<file path="src/rtl/cmp_seq_pkg.sv">
// Shared types and result mapping for the 32-bit branch-compare sequencer.
package cmp_seq_pkg;

    typedef enum logic [2:0] {
        CmpEq  = 3'd0,
        CmpNe  = 3'd1,
        CmpLt  = 3'd2,
        CmpGe  = 3'd3,
        CmpLtu = 3'd4,
        CmpGeu = 3'd5
    } cmp_op_e;

    typedef enum logic [2:0] {
        StIdle,
        StHiAb,
        StHiBa,
        StLoAb,
        StLoBa,
        StDone
    } cmp_state_e;

    typedef enum logic [1:0] {
        RelLess,
        RelEqual,
        RelGreater
    } cmp_rel_e;

    function automatic logic is_signed_op(logic [2:0] op);
        return (op == CmpLt) || (op == CmpGe);
    endfunction

    function automatic logic cmp_result(logic [2:0] op, cmp_rel_e rel);
        case (op)
            CmpEq:          return rel == RelEqual;
            CmpNe:          return rel != RelEqual;
            CmpLt, CmpLtu:  return rel == RelLess;
            CmpGe, CmpGeu:  return rel != RelLess;
            default:        return 1'b0;
        endcase
    endfunction

endpackage

</file>
<file path="src/rtl/prim_cmp_lt_16bit.sv">
// 16-bit less-than primitive with selectable two's-complement interpretation.
module prim_cmp_lt_16bit (
    input  logic [15:0] i_a,
    input  logic [15:0] i_b,
    input  logic        i_signed_en,
    output logic        o_lt
);

    always_comb begin
        if (i_signed_en) begin
            o_lt = $signed(i_a) < $signed(i_b);
        end else begin
            o_lt = i_a < i_b;
        end
    end

endmodule

</file>
<file path="src/rtl/ctrl_cmp_seq_32bit.sv">
// Evaluates 32-bit branch comparisons by sequencing one 16-bit less-than primitive
// over the high then low operand halves in both orders.
module ctrl_cmp_seq_32bit
    import cmp_seq_pkg::*;
(
    input  logic        i_clk,
    input  logic        i_rst,
    input  logic        i_valid,
    output logic        o_ready,
    input  logic [2:0]  i_op,
    input  logic [31:0] i_rs1,
    input  logic [31:0] i_rs2,
    output logic        o_valid,
    input  logic        i_ready,
    output logic        o_result,
    output logic        o_lt,
    output logic        o_eq,
    output logic        o_illegal
);

    cmp_state_e  state_q;
    logic [2:0]  op_q;
    logic [31:0] rs1_q;
    logic [31:0] rs2_q;

    logic [15:0] cmp_a;
    logic [15:0] cmp_b;
    logic        cmp_signed;
    logic        cmp_lt;
    logic        decide;
    cmp_rel_e    rel;

    prim_cmp_lt_16bit u_cmp (
        .i_a         (cmp_a),
        .i_b         (cmp_b),
        .i_signed_en (cmp_signed),
        .o_lt        (cmp_lt)
    );

    assign o_ready = (state_q == StIdle);

    // Operand steering per phase; low halves are always unsigned magnitude.
    always_comb begin
        cmp_a      = 16'd0;
        cmp_b      = 16'd0;
        cmp_signed = 1'b0;
        decide     = 1'b0;
        rel        = RelEqual;
        case (state_q)
            StHiAb: begin
                cmp_a      = rs1_q[31:16];
                cmp_b      = rs2_q[31:16];
                cmp_signed = is_signed_op(op_q);
                decide     = cmp_lt;
                rel        = RelLess;
            end
            StHiBa: begin
                cmp_a      = rs2_q[31:16];
                cmp_b      = rs1_q[31:16];
                cmp_signed = is_signed_op(op_q);
                decide     = cmp_lt;
                rel        = RelGreater;
            end
            StLoAb: begin
                cmp_a  = rs1_q[15:0];
                cmp_b  = rs2_q[15:0];
                decide = cmp_lt;
                rel    = RelLess;
            end
            StLoBa: begin
                cmp_a  = rs2_q[15:0];
                cmp_b  = rs1_q[15:0];
                decide = 1'b1;
                rel    = cmp_lt ? RelGreater : RelEqual;
            end
            default: ;
        endcase
    end

    always_ff @(posedge i_clk or posedge i_rst) begin
        if (i_rst) begin
            state_q   <= StIdle;
            op_q      <= 3'd0;
            rs1_q     <= 32'd0;
            rs2_q     <= 32'd0;
            o_valid   <= 1'b0;
            o_result  <= 1'b0;
            o_lt      <= 1'b0;
            o_eq      <= 1'b0;
            o_illegal <= 1'b0;
        end else begin
            case (state_q)
                StIdle: begin
                    if (i_valid) begin
                        op_q    <= i_op;
                        rs1_q   <= i_rs1;
                        rs2_q   <= i_rs2;
                        state_q <= StHiAb;
                    end
                end
                StHiAb:  state_q <= decide ? StDone : StHiBa;
                StHiBa:  state_q <= decide ? StDone : StLoAb;
                StLoAb:  state_q <= decide ? StDone : StLoBa;
                StLoBa:  state_q <= StDone;
                StDone: begin
                    if (i_ready) begin
                        o_valid <= 1'b0;
                        state_q <= StIdle;
                    end
                end
                default: state_q <= StIdle;
            endcase

            if (decide) begin
                o_valid   <= 1'b1;
                o_lt      <= (rel == RelLess);
                o_eq      <= (rel == RelEqual);
                o_result  <= cmp_result(op_q, rel);
                o_illegal <= (op_q >= 3'd6);
            end
        end
    end

endmodule

</file>
<file path="config.mk">
export PLATFORM = sky130hd
export DESIGN_NAME = ctrl_cmp_seq_32bit
export DESIGN_NICKNAME = d
export VERILOG_FILES = /design/src/rtl/cmp_seq_pkg.sv /design/src/rtl/prim_cmp_lt_16bit.sv /design/src/rtl/ctrl_cmp_seq_32bit.sv
export SDC_FILE = /design/constraint.sdc
export NUM_CORES = 1
export LEC_CHECK = 0
export ABC_CLOCK_PERIOD_IN_PS = 4900
export BUFFER_PORTS_ARGS = -buffer_cell sky130_fd_sc_hd__buf_2
export CAP_MARGIN = 25
export CORE_MARGIN = 2
export CORE_UTILIZATION = 56
export DETAILED_ROUTE_END_ITERATION = 8
export PLACE_DENSITY = 0.87
export SYNTH_ARGS = -nofsm -noshare
export SYNTH_HDL_FRONTEND = slang
export SYNTH_SLANG_ARGS = --single-unit
export TNS_END_PERCENT = 50
</file>
<file path="constraint.sdc">
create_clock -name i_clk -period 4.9 [get_ports i_clk]
set_clock_uncertainty 0.2 [all_clocks]
set_input_delay 1.47 -clock i_clk [delete_from_list [all_inputs] [get_ports i_clk]]
set_output_delay 1.47 -clock i_clk [all_outputs]
set_load 0.005 [all_outputs]
</file>
# [Yosys cells after proc, flatten, opt, wreduce, memory -nomap -nowiden]
# Cells that the tools add are included.
[totals] inputBits=71 register_bits=75 word_cells=58
[op_classes] n_mux=17 eq_ne=14 magnitude_cmp=3 reduce_logical=15
[ops] operator="$pmux W16 S4" count=2
[ops] operator="$lt A16 B16 Y1" count=2
[ops] operator="$pmux W3 S6" count=1
[ops] operator="$eq A3 B2 Y1 const B" count=4
[ops] operator="$eq A3 B3 Y1 const B" count=4
[ops] operator="$mux W3" count=4
[ops] operator="$reduce_or A2 Y1" count=4
[ops] operator="$eq A3 B1 Y1 const B" count=2
[ops] operator="$logic_not A3 Y1" count=2
[ops] operator="$mux W1" count=6
[ops] operator="$pmux W2 S3" count=1
[ops] operator="$reduce_and A2 Y1" count=3
[ops] operator="$reduce_bool A2 Y1" count=3
[ops] operator="$ne A2 B2 Y1 const B" count=2
[ops] operator="$pmux W1 S4" count=1
[ops] operator="$ge A3 B3 Y1 const B" count=1
[ops] operator="$reduce_or A3 Y1" count=1
[ops] operator="$eq A2 B1 Y1 const B" count=1
[ops] operator="$logic_not A2 Y1" count=1
[ops] operator="$mux W2" count=1
[ops] operator="$ne A2 B1 Y1 const B" count=1
[ops] operator="$pmux W1 S2" count=1
[ops] operator="$logic_or A1 B1 Y1" count=1

# [Logic depth before layout (Yosys ltp)]
[logic_depth] depth_word=8 depth_mapped=16 mapped_depth_nobuf=11

# [Cells and area by module]
# A second synthesis with hierarchy kept.
[hier_totals] hier_cells=402 area_unflattened_um2=4419.2
[modules_own_cells] module="ctrl_cmp_seq_32bit" area_each_um2=4023.9 cells_each=348 n_inst=1
[modules_own_cells] module="prim_cmp_lt_16bit" area_each_um2=395.4 cells_each=54 n_inst=1

# [Worst setup path after synthesis]
# OpenSTA, ideal clock, no wires.
[synth_timing] path_type="flip-flop to flip-flop" start="register state_q[2]" end="register o_lt" setup_slack_ps=1356 path_stages_with_launch=16 period_less_slack_ps=3544 t_arrival_ps=3233 path_buffers=4 required_ps=4589 cell_sequence="dfrtp_1 -> buf_4 -> nor2_1 -> and2_1 -> buf_2 -> clkbuf_1 -> buf_1 -> a22oi_1 -> nand2_1 -> ha_1 -> a21o_1 -> a21oi_1 -> o221ai_1 -> xnor2_1 -> or3b_1 -> a222oi_1"
[synth_via] elab_chain_len=7 elab_cells_between_ends=17 cone_classes="order compare: 2; eq/ne: 4; mux: 7; reduce/logical: 4"
[synth_lines] item="start: declaration" line_no="ctrl_cmp_seq_32bit.sv:21" source="cmp_state_e state_q;"
[synth_lines] item="start signal: assignment" line_no="ctrl_cmp_seq_32bit.sv:82" source="state_q <= StIdle;"
[synth_lines] item="start signal: assignment" line_no="ctrl_cmp_seq_32bit.sv:98" source="state_q <= StHiAb;"
[synth_lines] item="start signal: assignment" line_no="ctrl_cmp_seq_32bit.sv:101" source="StHiAb: state_q <= decide ? StDone : StHiBa;"
[synth_lines] item="$eq A3 B3 Y1, or another cell as far along" line_no="ctrl_cmp_seq_32bit.sv:49" source="case (state_q)"
[synth_lines] item="$pmux W16 S4 / $reduce_or A2 Y1 (equally long branches)"
[synth_lines] item="$lt A16 B16 Y1, or another cell as far along" line_no="prim_cmp_lt_16bit.sv:13" source="o_lt = i_a < i_b;"
[synth_lines] item="$mux W1" line_no="prim_cmp_lt_16bit.sv:10" source="if (i_signed_en) begin"
[synth_lines] item="$mux W2" line_no="ctrl_cmp_seq_32bit.sv:74" source="rel = cmp_lt ? RelGreater : RelEqual;"
[synth_lines] item="$pmux W2 S3" line_no="ctrl_cmp_seq_32bit.sv:49"
[synth_lines] item="$logic_not A2 Y1" line_no="ctrl_cmp_seq_32bit.sv:116" source="o_lt <= (rel == RelLess);"
[synth_lines] item="end signal: assignment" line_no="ctrl_cmp_seq_32bit.sv:116"
[synth_lines] item="end: declaration" line_no="ctrl_cmp_seq_32bit.sv:16" source="output logic o_lt,"
# Parallel ways exist; a longest one is shown, timed or not.
# A chain may end at the register's enable or synchronous reset.

# [Final worst setup path]
# Ends and elaborated chain as after synthesis.

==> impl_metrics.tcl <==
set metrics [dict create \
    drc_errors 0 \
    antenna_found_initial 0 \
    synth_top_flop_cell "dfrtp_1" \
    cp_cell_sequence "nor2_1, and2_1, buf_4, a22o_1, a221oi_1, ha_1, a21o_1, a21oi_1, o221ai_1, xnor2_1, or3b_1, a222oi_1" \
    seqCellArea_um2 1880 \
    via_per_inst 6.02 \
    cts_hold_buffers 0 \
    p_clk_share_pct 14.5 \
    cts_resized 0 \
    insertion_delay_ns 0.35 \
    cts_tree "yes" \
    finalSetupViolCount 0 \
    cp-end-kind "register" \
    ff2ff_setup_slack_ns 1.03 \
    root_buffer "clkbuf_8" \
    syn2layout_area_growth_pct 15.2 \
    fin_util_pct 66.1 \
    hold_violations 0 \
    overflow 0 \
    crit_slowest_cell "dfrtp_1" \
    leakagePower_nw 2.15 \
    vias 3180 \
    diodes 0 \
    vdd_drop_max_mv 0.309 \
    finalSetupTns_ns 0 \
    worstReg2RegStart "state_q[2]" \
    fmax_ghz 0.258 \
    post-place-ws_ns 1.10 \
    cts_buffers 9 \
    rows 31 \
    synth_enable_flop_cells 0 \
    netlist-cell-type-count 47 \
    start_kind "register" \
    internal_power_w 0.00196 \
    power_frac_seq_pct 37.7 \
    grt_max_degree 47 \
    status "completed" \
    nNetsFinal 510 \
    arrival_ns 3.92 \
    drtAntennaViolNets 0 \
    rr_worst_depth 12 \
    fp.coreArea_um2 7180 \
    crit_buf_inv 1 \
    fin_ws_ns 1.03 \
    io_buffers 76 \
    path_clk_slew_ns 0.08 \
    firstDrtPassIters 5 \
    drive_above_1_share_pct 24.5 \
    power_density_nw_per_um2 698 \
    dieArea_um2 8060 \
    dp.final_hpwl_um 6070 \
    tightest_slew_ns 0.929 \
    cts.sinks 75 \
    wirelength_um 8580 \
    min_path_cells 1 \
    crit_fanout 33 \
    yosys_warnings 0 \
    rsz0062_at_grt "no" \
    grtUsageTotal_pct 22.7 \
    hold_end "rs1_q[0]" \
    hp-class "register to register" \
    wl_per_cell_um 16.3 \
    die_h_um 89.8 \
    final.fill_count 548 \
    initial_core_util_pct 57.4 \
    rr_endpoint "o_lt" \
    syn_avg_cell_area_um2 11.4 \
    layout_min_cycle_time_ns 3.87 \
    clk_path_buf_depth 2 \
    slew_headroom_pct 38.0 \
    post-route-period-util_pct 79.0 \
    dp.cells 512 \
    yosysTopAreaCell "dfrtp_1" \
    worstHoldStart "rs1_q[0]" \
    grt_first_pass_wirelength_um 14900 \
    drv_slew 0 \
    finalWeightedCongestion 0.861 \
    synth-seq-cells 75 \
    postCtsSetupBuffers 0 \
    power_frac_comb_pct 47.8 \
    max_stage_delay_ns 0.68 \
    htree_levels 3 \
    die_w_um 89.8 \
    syn_area_um2 4120 \
    drv_cap 0 \
    synthCells 361 \
    ys_top_cells_by_area "dfrtp_1 46%, mux2_1 18%, a22oi_1 5.5%" \
    path_delay_family "compound AO/OA/AOI/OAI gates" \
    yosysSeqAreaShare_pct 45.6 \
    finalNonFillerCells 528 \
    swShare_pct 40.8 \
    synth_fp_nets 447 \
    worst-setup-path-type "register to register" \
    synth.top_cell.area_share_pct 45.6 \
    io_pins 77 \
    multi_input_area_um2 2080 \
    worst_ep_required_time_ns 4.95 \
    switching_power_w 0.00135 \
    drt_iter0_drc 168 \
    grt_pass1_vias 3177 \
    async_flop_share_pct 100 \
]
## stage by stage
step / area [um^2] / hold slack (ns) / total power [W]
after global routing: 4750 / 0.345 / 0.00363
after global placement: 4540 / 0.294 / 0.00275
after floorplan: 4120 / 0.272 / 0.00244
final: 4750 / 0.324 / 0.00331
after detailed placement: 4540 / 0.309 / 0.00282
after CTS: 4750 / 0.326 / 0.00332
## power groups by stage
stage / logic, W / clock network, W / registers, W
floorplan: 0.00133 / 0 / 0.00111
global placement: 0.00152 / 0 / 0.00123
detailed placement: 0.00157 / 0 / 0.00125
CTS: 0.00159 / 0.000491 / 0.00124
global route: 0.00182 / 0.000518 / 0.00130
finish: 0.00158 / 0.000479 / 0.00125
## per-layer routing
layer,track usage [%],up-vias,routed length (um)
li1,-,1499,-
met1,29.9,1561,3730
met2,36.6,104,4180
met3,6.37,16,513
met4,7.44,0,160
met5,0,-,0
## cells in the final DEF, fill, tap and decap left out, types with 3 or more instances in the layout
cell type	instances
o211ai_1	4
a21oi_1	10
mux2_1	67
dfrtp_1	75
nor2_1	11
inv_1	6
buf_4	5
clkbuf_8	10
o31ai_1	4
nand2_1	26
a221oi_1	16
buf_2	76
o21a_1	4
mux2i_1	3
a22o_1	15
nand4_1	3
a22oi_1	30
ha_1	15
xnor2_1	3
## sequential cells by signal (all words and copies together) (netlist names)
register,count
rs1_q,32
rs2_q,32
op_q,3
state_q,3
o_eq,1
o_illegal,1
o_lt,1
o_result,1
o_valid,1
## kinds of logic after synthesis
logic type / count (synthesis) / share of synthesized area [%]
AO/OA/AOI/OAI: 101 / 19.0
XOR/XNOR: 3 / 0.638
adder cells (fa/ha/maj): 15 / 4.56
buffers and inverters: 38 / 4.19
flip-flops: 75 / 45.6
multiplexers: 70 / 19.0
AND/OR/NAND/NOR: 59 / 7.02
## synthesized netlist by cell type, drive strengths merged, types with 2 or more instances
master,number
dfrtp,75
mux2,67
a22oi,30
nand2,26
a221oi,16
a22o,15
buf,15
clkbuf,15
ha,15
nor2,13
a21oi,10
inv,7
o211ai,4
o21a,4
o21ai,4
o31ai,4
and2,3
mux2i,3
nand4,3
xnor2,3
a221o,2
and3,2
nor2b,2
nor3,2
o221ai,2
o31a,2
or2,2
## worst register-to-register path: stages (launching register included)
cell,delay (ns)
dfrtp_1,0.68
nor2_1,0.18
and2_1,0.20
buf_4,0.24
a22o_1,0.29
a221oi_1,0.22
ha_1,0.29
a21o_1,0.18
a21oi_1,0.17
o221ai_1,0.20
xnor2_1,0.26
or3b_1,0.39
a222oi_1,0.26
## worst max path at each step
stage / from / endpoint / depth (start not counted)
final: state_q[2] / o_lt / 12
after global routing: state_q[2] / o_lt / 12
after CTS: state_q[2] / o_lt / 12
after detailed placement: state_q[2] / o_lt / 12
after global placement: state_q[2] / o_lt / 12
after floorplan: i_rst / o_eq / 1
## layout make-up
type                    instances  share of cell area (%)
multi-input cells             248                    43.7
clock buffers                  10                    2.90
repair buffers                 82                    9.23
inverters                       8                   0.633
clock inverters                 6                    1.34
flip-flops and latches         75                    39.5
well taps                      99                    2.61
Power figures use the tool's default switching activity.
